<file path="config.mk">
export PLATFORM = sky130hd
export DESIGN_NAME = alu_wide_sequencer
export DESIGN_NICKNAME = d
export VERILOG_FILES = /design/src/rtl/alu_wide_sequencer.sv
export SDC_FILE = /design/constraint.sdc
export NUM_CORES = 1
export LEC_CHECK = 0
export CORE_ASPECT_RATIO = 1.4
export CORE_MARGIN = 3
export CORE_UTILIZATION = 41
export CTS_CLUSTER_DIAMETER = 150
export DETAILED_ROUTE_END_ITERATION = 12
export DONT_BUFFER_PORTS = 1
export GPL_TIMING_DRIVEN = 0
export PLACE_DENSITY = 0.64
export SLEW_MARGIN = 40
export SYNTH_ARGS = -nofsm -noshare
export SYNTH_HDL_FRONTEND = slang
export SYNTH_SLANG_ARGS = --single-unit
</file>
<file path="constraint.sdc">
create_clock -name clk -period 3.2 [get_ports clk]
set_clock_uncertainty 0.05 [all_clocks]
set_input_delay 0.16 -clock clk [delete_from_list [all_inputs] [get_ports clk]]
set_output_delay 0.16 -clock clk [all_outputs]
set_load 0.005 [all_outputs]
</file>
<file path="src/rtl/alu_wide_sequencer.sv">
// rtl/alu_wide_sequencer.sv - two-pass 64-bit AND/OR/ADD/SUB sequencer over a 32-bit combinational ALU
module alu_wide_sequencer (
  input  logic        clk,
  input  logic        rst,
  input  logic        in_valid,
  output logic        in_ready,
  input  logic [1:0]  in_op,
  input  logic [63:0] in_a,
  input  logic [63:0] in_b,
  output logic [31:0] alu_a,
  output logic [31:0] alu_b,
  output logic [1:0]  alu_operation,
  output logic        alu_carry_in,
  output logic        alu_binvert,
  input  logic [31:0] alu_result,
  input  logic        alu_carry_out,
  output logic        out_valid,
  input  logic        out_ready,
  output logic [63:0] out_result,
  output logic        out_carry,
  output logic        out_zero,
  output logic        out_overflow
);

  typedef enum logic [1:0] {S_IDLE, S_LO, S_HI, S_DONE} state_t;

  state_t      r_state;
  state_t      w_next;

  logic [1:0]  r_op;
  logic [63:0] r_a;
  logic [63:0] r_b;
  logic [31:0] r_res_lo;
  logic [31:0] r_res_hi;
  logic        r_carry_q;
  logic        r_carry;
  logic        r_zero;
  logic        r_overflow;

  logic        w_is_arith;
  logic        w_is_sub;
  logic        w_bh;
  logic        w_overflow;
  logic        w_zero;

  assign w_is_arith = r_op[1];
  assign w_is_sub   = (r_op == 2'b11);

  // Effective sign of the second addend: SUB adds ~b, so its sign bit is inverted.
  assign w_bh       = w_is_sub ? ~r_b[63] : r_b[63];
  assign w_overflow = w_is_arith && (r_a[63] == w_bh) && (alu_result[31] != r_a[63]);
  assign w_zero     = ({alu_result, r_res_lo} == 64'd0);

  assign in_ready   = (r_state == S_IDLE) && !rst;
  assign out_valid  = (r_state == S_DONE);
  assign out_result = {r_res_hi, r_res_lo};
  assign out_carry    = r_carry;
  assign out_zero     = r_zero;
  assign out_overflow = r_overflow;

  // State register.
  always_ff @(posedge clk) begin
    if (rst) r_state <= S_IDLE;
    else     r_state <= w_next;
  end

  // Next-state: accept in IDLE, two fixed passes, hold DONE until the consumer takes it.
  always_comb begin
    w_next = r_state;
    case (r_state)
      S_IDLE: if (in_valid) w_next = S_LO;
      S_LO:   w_next = S_HI;
      S_HI:   w_next = S_DONE;
      S_DONE: if (out_ready) w_next = S_IDLE;
      default: w_next = S_IDLE;
    endcase
  end

  // ALU drive: lower the 64-bit op into one 32-bit pass per half; idle ALU inputs are zero.
  always_comb begin
    alu_a         = 32'd0;
    alu_b         = 32'd0;
    alu_operation = 2'b00;
    alu_carry_in  = 1'b0;
    alu_binvert   = 1'b0;
    case (r_state)
      S_LO: begin
        alu_a         = r_a[31:0];
        alu_b         = r_b[31:0];
        alu_operation = w_is_arith ? 2'b10 : r_op;
        alu_binvert   = w_is_sub;
        alu_carry_in  = w_is_sub;
      end
      S_HI: begin
        alu_a         = r_a[63:32];
        alu_b         = r_b[63:32];
        alu_operation = w_is_arith ? 2'b10 : r_op;
        alu_binvert   = w_is_sub;
        alu_carry_in  = w_is_arith & r_carry_q;
      end
      default: ;
    endcase
  end

  // Datapath: capture command on acceptance, collect each half, and latch flags after the high pass.
  always_ff @(posedge clk) begin
    if (rst) begin
      r_op       <= 2'b00;
      r_a        <= 64'd0;
      r_b        <= 64'd0;
      r_res_lo   <= 32'd0;
      r_res_hi   <= 32'd0;
      r_carry_q  <= 1'b0;
      r_carry    <= 1'b0;
      r_zero     <= 1'b0;
      r_overflow <= 1'b0;
    end else begin
      case (r_state)
        S_IDLE: if (in_valid) begin
          r_op <= in_op;
          r_a  <= in_a;
          r_b  <= in_b;
        end
        S_LO: begin
          r_res_lo  <= alu_result;
          r_carry_q <= alu_carry_out;
        end
        S_HI: begin
          r_res_hi   <= alu_result;
          r_carry    <= w_is_arith & alu_carry_out;
          r_zero     <= w_zero;
          r_overflow <= w_overflow;
        end
        default: ;
      endcase
    end
  end

endmodule

</file>
==> results by group, run 1 <==
Floorplanning
  – Die width: 125 um
  – Die area: 21600 um2
  – Placement Rows: 60
  – DIE HEIGHT: 173 um
  – Core area: 19400 um2
  – Top-Level Pins: 304
  – Initial Utilization: 42.0%

Logic synthesis
  – Top_reg_cell synth: dfxtp_1
  – Yosys Warn Count: 0
  – Mapped Cells: 987
  – EDFF count, synth: 0
  – Syn Nets: 1159
  – Average size of a mapped cell: 8.25 um2
  – Part of the Yosys area used for sequential elements: 49.2%
  – Synth async-reset ratio: 0%
  – Post-Synthesis Cell Area: 8140 um2
  – Yosys reg bits: 200
  – Synth cell types: 28

Drt
  – Vias per cell: 5.37
  – Final ANT Viol Nets: 0
  – First-pass detailed-route iteration total: 5
  – Initial DRC Count: 447
  – Post-Route WL: 28300 um
  – Wire length per cell: 19.8 um
  – Via Count: 7683
  – DRC violations left: 0

Timing
  – Final min period: 2.98 ns
  – Max-slew headroom: 55.7%
  – Worst-Margin Slew: 0.665 ns
  – Tcrit/Tclk final: 93.2%
  – Final setup vio count: 0
  – Post-route setup TNS: 0 ns
  – Final Hold Fails: 0
  – Achievable Freq: 335 MHz
  – Slew Limit Fails: 0
  – RSZ-0062 raised after global routing: false
  – Setup ws final: 0.217 ns

Clocking
  – Clock latency on the worst-skew pair: 0.43 ns
  – Clk buf depth: 2
  – CTS tree: yes
  – Clock transition at path regs: 0.07 ns
  – CTS sink cnt: 200
  – CTS Buf Count: 17
  – H-tree depth: 4
  – Clock root buffer: clkbuf_16

Setup path
  – Crit path DAT: 2.77 ns
  – Crit path max-delay family: buffers and inverters
  – CP Cell Sequence: inv_1 > ha_1 > clkbuf_1 > clkbuf_1 > nor2b_1
  – Critical Path Fanout Max: 10
  – CP required: 2.99 ns
  – Max stage delay on crit path: 0.54 ns
  – Slowest cell on crit path: clkbuf_1
  – WP buf/inv: 3
  – Crit end category: output pin
  – Setup CP Type: reg2out
  – Crit path top cell by count: clkbuf_1
  – Critical Path Start Type: flop

Global route
  – Initial antenna violation count: 0
  – Gr ovfl total: 0
  – GRT Total Usage: 25.3%
  – Pin count of the biggest net entering global routing: 19
  – First-pass GRT wire length: 44000 um
  – Vias in the first global route: 7895

Power
  – Cell Pwr Density: 801 nW/um2
  – Peak supply drop: 0.000422 V
  – Leak: 3.83 nW

Finish
  – Cell area after layout: 10800 um2
  – Fraction of layout cells with a size suffix above 1: 5.07%
  – Area Growth Syn to Fin: 32.0%
  – Layout net count: 1342
  – Fin util: 55.5%
  – Ant. Diodes: 0

Placement
  – Port bufs: 0
  – Pre-CTS WS: 0.678 ns
  – DP Area: 8450 um2
  – Dpl hpwl: 19700 um
  – Routability Congestion: 0.859

Flow run
  – Max-Cap Viols: 0

Min path
  – Min-Delay Path Class: in2reg

Status
  – Status: finished, final reports clean
## routing by layer
metal	track usage, %	up-vias	routed length (um)
li1	-	3659	-
met1	29.0	3664	11000
met2	45.6	310	14700
met3	6.18	50	1870
met4	9.04	0	731
met5	0	-	0
## worst reg2reg max path, cell delays in order (launching register included)
cell and delay [ns]:
dfxtp_1 0.37, inv_1 0.11, ha_1 0.23, nand2_1 0.12
clkbuf_1 0.53, clkbuf_1 0.50, nand2_1 0.14, a21oi_1 0.16
## cells in the final DEF (no fill, tap or decap), drive strengths merged, types with 3 or more instances in the layout
master	n
a21oi	132
a22oi	65
buf	24
bufinv	4
clkbuf	76
dfxtp	200
dlygate4sd3	164
ha	5
inv	9
mux2i	67
nand2	263
nand2b	4
nand3	3
nand4	3
nor2	69
nor2b	65
nor4	15
## worst paths after layout
kind	startpoint	end	slack [ns]	cells after the start
worst max-delay path	r_state[0]	alu_a[4]	0.22	5
worst min-delay path	out_ready	r_state[1]	0.02	3
worst max register to register	r_state[0]	r_a[18]	0.91	7
worst min register to register	r_a[12]	r_a[12]	0.41	2
## per-stage QoR
step / hold slack [ns] / std cells / power [mW]
floorplan: 0.246 / 987 / 5.18
global placement: 0.248 / 1235 / 6.00
detailed placement: 0.253 / 1235 / 6.05
CTS: 0.00229 / 1431 / 8.63
global route: 0.0240 / 1431 / 9.05
finish: 0.0191 / 1431 / 8.61
## cells in the mapped netlist, types with 2 or more instances
cell type	number	area, um2
a21oi_1	132	661
a22oi_1	65	488
and2_1	2	12.5
buf_1	2	7.51
buf_2	22	110
clkbuf_1	57	214
dfxtp_1	200	4000
ha_1	5	62.6
inv_1	4	15.0
mux2i_1	67	671
nand2_1	262	983
nand2b_1	4	25.0
nand3_1	3	15.0
nand4_1	3	18.8
nor2_1	69	259
nor2b_1	65	407
nor4_1	12	75.1
nor4_2	3	37.5
## area by class of cell
cell class,count,area (um2)
buffer,81,332
clock buffer,19,453
clock inverter,13,204
fill,1752,8620
inverter,4,15.0
multi-input combinational,702,3790
sequential,200,4000
tap,248,310
timing repair buffer,164,1640
## cells by family (layout without fill, tap and decap cells)
logic type / Yosys count / count (layout) / synth area share [%]
AO/OA/AOI/OAI: 200 / 200 / 14.3
flip-flops: 200 / 200 / 49.2
AND/OR/NAND/NOR: 429 / 429 / 23.1
adder cells (fa/ha/maj): 5 / 5 / 0.768
buffers and inverters: 85 / 281 / 4.26
multiplexers: 67 / 67 / 8.24
XOR/XNOR: 1 / 1 / 0.108
## power breakdown
| part | internal, mW | switching [mW] |
|---|---|---|
| Clock | 1.38 | 1.03 |
| Combinational | 1.09 | 1.82 |
| Sequential | 2.95 | 0.341 |
| Total | 5.42 | 3.19 |
## sequential cells by signal, summed over array words and instances, names as in the netlist
| signal | count |
|---|---|
| out_zero | 1 |
| out_carry | 1 |
| r_state | 2 |
| r_res_lo | 32 |
| out_overflow | 1 |
| r_a | 64 |
| r_carry_q | 1 |
| r_op | 2 |
| r_res_hi | 32 |
| r_b | 64 |
## timing repair
item	4_1_cts	5_1_grt
buffers inserted	0	0
hold buffers	164	0
resized for setup	0	0
setup endpoints to repair	0	0
endpoints found under the hold margin	198	0
Note: power is estimated with default switching activity, not from simulation.
==> run 2: changes to the inputs <==
==> constraint.sdc (replaced) <==
create_clock -name clk -period 3.2 [get_ports clk]
set_clock_uncertainty 0.05 [all_clocks]
set_input_delay 0.16 -clock clk [delete_from_list [all_inputs] [get_ports clk]]
set_output_delay 0.16 -clock clk [all_outputs]
set_load 0.05 [all_outputs]
==> results by group, run 2 (synthesis results as in run 1) <==
Global route
  – GRT Total Usage: 25.5% (+0.13 points)
  – Initial antenna violation count: 0 (unchanged)
  – Pin count of the biggest net entering global routing: 21 (+2)
  – First-pass GRT wire length: 44100 um (+0.23%)
  – Gr ovfl total: 0 (unchanged)
  – Vias in the first global route: 7918 (+0.29%)

Power
  – Design Power: 9.46 mW (+9.8%)
  – Cell Pwr Density: 866 nW/um2 (+8.0%)
  – Peak supply drop: 0.000559 V (+32%)
  – Leak: 3.88 nW (+1.2%)

Floorplanning
  – Core area: 19400 um2 (unchanged)
  – Die area: 21600 um2 (unchanged)
  – Top-Level Pins: 304 (unchanged)
  – DIE HEIGHT: 173 um (unchanged)
  – Initial Utilization: 42.0% (unchanged)
  – Die width: 125 um (unchanged)
  – Placement Rows: 60 (unchanged)

Setup path
  – Worst R2R End: r_a[17]
  – Worst Setup EP: alu_a[2]
  – Reg2reg setup slack: 0.87 ns (-0.04 ns)
  – Worst path depth: 5 (unchanged)
  – CP Cell Sequence: inv_1 > ha_1 > clkbuf_2 > clkbuf_1 > nor2b_2
  – Crit end category: output pin
  – CP required: 2.99 ns (about the same)
  – Critical Path Fanout Max: 10 (unchanged)
  – Critical Path Start Type: flop
  – Worst setup path startpoint: r_state[0]
  – Crit path max-delay family: buffers and inverters
  – Worst R2R Path Depth: 7 (unchanged)
  – WP buf/inv: 3 (unchanged)
  – R2r startpoint: r_state[0]
  – Max stage delay on crit path: 0.65 ns (+0.11 ns)
  – Setup CP Type: reg2out
  – Crit path DAT: 2.85 ns (+0.08 ns)
  – Slowest cell on crit path: nor2b_2

Drt
  – DRC violations left: 0 (unchanged)
  – First-pass detailed-route iteration total: 5 (unchanged)
  – Vias per cell: 5.40 (+0.52%)
  – Wire length per cell: 19.9 um (+0.67%)
  – Via Count: 7728 (+0.59%)
  – Post-Route WL: 28500 um (+0.74%)
  – Final ANT Viol Nets: 0 (unchanged)
  – Initial DRC Count: 448 (+0.22%)

Flow run
  – Max-Cap Viols: 0 (unchanged)

Clocking
  – Clock latency on the worst-skew pair: 0.44 ns (about the same)
  – Clock transition at path regs: 0.08 ns (about the same)
  – CTS Buf Count: 17 (unchanged)
  – H-tree depth: 4 (unchanged)
  – Clk buf depth: 2 (unchanged)
  – CTS sink cnt: 200 (unchanged)
  – CTS tree: yes
  – Clock root buffer: clkbuf_16

Finish
  – Ant. Diodes: 0 (unchanged)
  – Layout net count: 1343 (+0.075%)
  – Most frequent cells in the layout: 262 x nand2_1, 200 x dfxtp_1, 165 x dlygate4sd3_1
  – Fin cells: 1432 (+0.070%)
  – Fin util: 56.4% (+0.90 points)
  – Fill cells: 1725 (-1.5%)
  – Area Growth Syn to Fin: 34.2%
  – Regs by FF count: r_a: 64 flops, r_b: 64 flops
  – Fraction of layout cells with a size suffix above 1: 10.8% (+5.7 points)
  – Cell area after layout: 10900 um2 (+1.6%)
  – Commonest non-fill, non-tap cell in the layout: nand2_1

Timing
  – Setup ws final: 0.140 ns (-0.0778 ns)
  – Final min period: 3.06 ns (+0.0778 ns)
  – Slew Limit Fails: 0 (unchanged)
  – Final setup vio count: 0 (unchanged)
  – Post-route setup TNS: 0 ns (unchanged)
  – Max-slew headroom: 57.5% (+1.8 points)
  – RSZ-0062 raised after global routing: false
  – Tcrit/Tclk final: 95.6% (+2.4 points)
  – Worst-Margin Slew: 0.634 ns (-0.0304 ns)
  – Final Hold Fails: 0 (unchanged)
  – Achievable Freq: 327 MHz (-2.5%)
  – Hold WS: 0.00799 ns (-0.0111 ns)

Placement
  – DP Area: 8620 um2 (+2.0%)
  – Routability Congestion: 0.859 (unchanged)
  – Dpl hpwl: 19800 um (+0.32%)
  – Pre-CTS WS: 0.334 ns (-0.344 ns)
  – DP Cell Count: 1235 (unchanged)
  – Port bufs: 0 (unchanged)

Min path
  – Min-Delay Path Class: in2reg

Status
  – Status: finished, final reports clean
==> run 2: layout make-up <==
| class | instances | area [um2] | share of cell area (%) |
|---|---|---|---|
| Sequential cell | 200 | 4000 | 36.6 |
| Multi-Input combinational cell | 702 | 3980 | 36.5 |
| Timing Repair Buffer | 165 | 1650 | 15.1 |
| Clock buffer | 17 | 425 | 3.89 |
| Buffer | 81 | 333 | 3.05 |
| Tap cell | 248 | 310 | 2.84 |
| Clock inverter | 15 | 203 | 1.86 |
| Inverter | 4 | 15.0 | 0.137 |
==> run 2: worst register-to-register path, delay by kind of cell (launching register included) <==
family	cells	cell delay, ns
buffers and inverters	3	1.15
and+or+nand+nor	2	0.25
AOI/OAI and AO/OA	1	0.19
DFF	1	0.38
adders and majority gates	1	0.23
==> run 2: worst min path at each step <==
stage                   from  endpoint  slack, ns  depth (start not counted)
3_5_place_dp        in_a[32]   r_a[32]       0.25                          2
4_1_cts        alu_result[7]  out_zero     0.0007                          4
5_1_grt        alu_result[7]  out_zero      0.005                          4
6_report       alu_result[7]  out_zero      0.008                          4
3_3_place_gp        in_a[19]   r_a[19]       0.25                          2
2_1_floorplan        in_a[0]    r_a[0]       0.25                          2
==> run 2: repair_timing <==
action,in CTS,in global routing
gates resized for setup,6,0
hold buffers,165,0
hold endpoints to repair,199,0
endpoints found under the setup margin,14,0
setup buffers,0,0
==> run 2: routing by layer <==
metal / GRT usage [%] / share of wire [%] / vias to the layer above
met5: 0 / 0 / -
met4: 9.63 / 3.1 / 0
met3: 6.40 / 7.1 / 60
met2: 45.3 / 52 / 322
met1: 29.3 / 38 / 3671
li1: - / - / 3675
==> run 2: power breakdown <==
| group | internal [mW] | leakage (nW) | total [mW] | switching [mW] |
|---|---|---|---|---|
| logic | 1.20 | 1.94 | 3.33 | 2.12 |
| clock network | 1.20 | 0.303 | 2.30 | 1.09 |
| registers | 2.95 | 1.64 | 3.83 | 0.886 |
| total | 5.35 | 3.88 | 9.46 | 4.10 |
==> run 3: changes to the inputs <==
--- a/config.mk
+++ b/config.mk
@@ -5,14 +5,14 @@
 export SDC_FILE = /design/constraint.sdc
 export NUM_CORES = 1
 export LEC_CHECK = 0
+export BUFFER_PORTS_ARGS = -buffer_cell sky130_fd_sc_hd__buf_4
 export CORE_ASPECT_RATIO = 1.4
 export CORE_MARGIN = 3
 export CORE_UTILIZATION = 41
 export CTS_CLUSTER_DIAMETER = 150
 export DETAILED_ROUTE_END_ITERATION = 12
-export DONT_BUFFER_PORTS = 1
 export GPL_TIMING_DRIVEN = 0
-export PLACE_DENSITY = 0.64
+export PLACE_DENSITY = 0.77
 export SLEW_MARGIN = 40
 export SYNTH_ARGS = -nofsm -noshare
 export SYNTH_HDL_FRONTEND = slang
==> results by group, run 3 (synthesis results as in run 1) <==
Clocking
  – Clock latency on the worst-skew pair: 0.42 ns (-0.02 ns)
  – Clk buf depth: 2 (unchanged)
  – CTS sink cnt: 200 (unchanged)
  – Hold_buf cts: 164 (-0.61%)
  – Clock transition at path regs: 0.07 ns (about the same)
  – Post-CTS setup buffer count: 0 (unchanged)
  – Clock root buffer: clkbuf_16
  – CTS Buf Count: 17 (unchanged)
  – CTS tree: yes
  – Post_cts resized: 0 (-6)
  – H-tree depth: 4 (unchanged)

Timing
  – Max-slew headroom: 55.0% (-2.5 points)
  – Setup ws final: 0.292 ns (+0.152 ns)
  – Worst-Margin Slew: 0.669 ns (+0.0346 ns)
  – Final Hold Fails: 0 (unchanged)
  – Final setup vio count: 0 (unchanged)
  – Final min period: 2.91 ns (-0.152 ns)
  – Tcrit/Tclk final: 90.9% (-4.8 points)
  – Post-route setup TNS: 0 ns (unchanged)
  – Slew Limit Fails: 0 (unchanged)
  – RSZ-0062 raised after global routing: false
  – Achievable Freq: 344 MHz (+5.2%)

Min path
  – Worst Hold Path Cells: 4 (unchanged)
  – End of the worst hold path: r_state[1]
  – Min-Delay Path Class: in2reg
  – Min-delay src: out_ready

Setup path
  – Worst setup path startpoint: r_state[1]
  – Critical Path Start Type: flop
  – Max stage delay on crit path: 0.49 ns (-0.16 ns)
  – Crit path top cell by count: clkbuf_1
  – CP required: 2.99 ns (about the same)
  – Worst R2R Path Depth: 7 (unchanged)
  – Setup CP Type: reg2out
  – CP Cell Sequence: inv_1 > ha_1 > clkbuf_1 > clkbuf_1 > nor2b_1 > buf_4
  – R2r startpoint: r_state[0]
  – Worst R2R End: r_a[22]
  – Crit path DAT: 2.70 ns (-0.15 ns)
  – Slowest cell on crit path: clkbuf_1
  – Reg2reg setup slack: 0.93 ns (+0.06 ns)
  – Critical Path Fanout Max: 10 (unchanged)
  – Crit end category: output pin

Placement
  – Dpl hpwl: 21700 um (+9.9%)
  – Routability Congestion: 0.872 (+1.5%)
  – Pre-CTS WS: 0.764 ns (+0.429 ns)
  – DP Area: 10700 um2 (+24%)
  – Port bufs: 303 (+303)

Finish
  – Layout net count: 1645 (+22%)
  – Fraction of layout cells with a size suffix above 1: 24.3% (+13 points)
  – Cell area after layout: 13000 um2 (+19%)
  – Most frequent cells in the layout: 303 x buf_4, 262 x nand2_1, 200 x dfxtp_1
  – Fill cells: 1435 (-17%)
  – Area Growth Syn to Fin: 59.3%
  – Regs by FF count: r_a: 64 flops, r_b: 64 flops
  – Fin util: 66.9% (+11 points)
  – Commonest non-fill, non-tap cell in the layout: buf_4

Power
  – Leak: 5.34 nW (+38%)
  – Cell Pwr Density: 753 nW/um2 (-13%)
  – Design Power: 9.76 mW (+3.2%)
  – Peak supply drop: 0.000498 V (-11%)

Drt
  – DRC violations left: 0 (unchanged)
  – Vias per cell: 5.25 (-2.7%)
  – Initial DRC Count: 608 (+36%)
  – Final ANT Viol Nets: 0 (unchanged)
  – Via Count: 9091 (+18%)
  – Post-Route WL: 31700 um (+11%)
  – Wire length per cell: 18.3 um (-8.3%)
  – First-pass detailed-route iteration total: 5 (unchanged)

Global route
  – Gr ovfl total: 0 (unchanged)
  – Vias in the first global route: 9472 (+20%)
  – Pin count of the biggest net entering global routing: 17 (-19%)
  – First-pass GRT wire length: 49300 um (+12%)
  – GRT Total Usage: 28.2% (+2.7 points)
  – Initial antenna violation count: 1 (+1)

Floorplanning
  – Placement Rows: 60 (unchanged)
  – Die width: 125 um (unchanged)
  – DIE HEIGHT: 173 um (unchanged)
  – Die area: 21600 um2 (unchanged)
  – Top-Level Pins: 304 (unchanged)
  – Initial Utilization: 42.0% (unchanged)
  – Core area: 19400 um2 (unchanged)

Flow run
  – Max-Cap Viols: 0 (unchanged)

Status
  – Status: finished, final reports clean
run 3: changes by cell type in the layout (fill, tap and decap cells not counted), moves of 2 or more:
cell | previous run | this run
nor2b_2 | 60 | 0
nor2_1 | 67 | 69
clkinv_2 | 0 | 2
buf_4 | 0 | 303
inv_8 | 3 | 0
nor2_2 | 2 | 0
nor2b_1 | 0 | 65
clkbuf_8 | 0 | 2
nor2b_4 | 5 | 0
clkinv_8 | 3 | 0
run 3: critical path: cells and delay by family, from the launching register on:
family                   cells  cell delay [ns]
flip-flops                   1             0.38
AND/OR/NAND/NOR              1             0.29
adder cells (fa/ha/maj)      1             0.43
buffers and inverters        4             1.17
run 3: how the worst max path moves through the flow:
stage / end / cells past startpoint
final: alu_a[0] / 6
after detailed placement: alu_a[0] / 6
after floorplan: alu_carry_in / 5
after CTS: alu_a[0] / 6
after global placement: alu_a[0] / 6
after global routing: alu_b[27] / 6
run 3: per-layer routing:
layer	GRT usage [%]	wire length, um	vias up
li1	-	-	4272
met1	31.0	11900	4255
met2	51.1	16200	466
met3	6.43	2210	98
met4	12.9	1390	0
met5	0	0	-
run 3: report_power, final:
group          switching [mW]  internal, mW  total (mW)
logic                    2.77          1.51        4.28
clock network           0.957          1.27        2.22
registers               0.307          2.95        3.26
run 3: through the flow:
step | instances | hold WS, ns
floorplan | 987 | 0.246
global placement | 1538 | 0.357
detailed placement | 1538 | 0.367
CTS | 1731 | 0.0964
global route | 1732 | 0.122
finish | 1732 | 0.113
run 3: layout make-up:
class	instances	area (um2)	share of cell area, %
clock inverter	10	143	1.10
tap	248	310	2.39
buffer	81	332	2.56
antenna	1	2.50	0.0193
multi-input combinational	702	3790	29.2
sequential	200	4000	30.9
clock buffer	19	453	3.49
inverter	4	15.0	0.116
timing repair buffer	467	3920	30.2
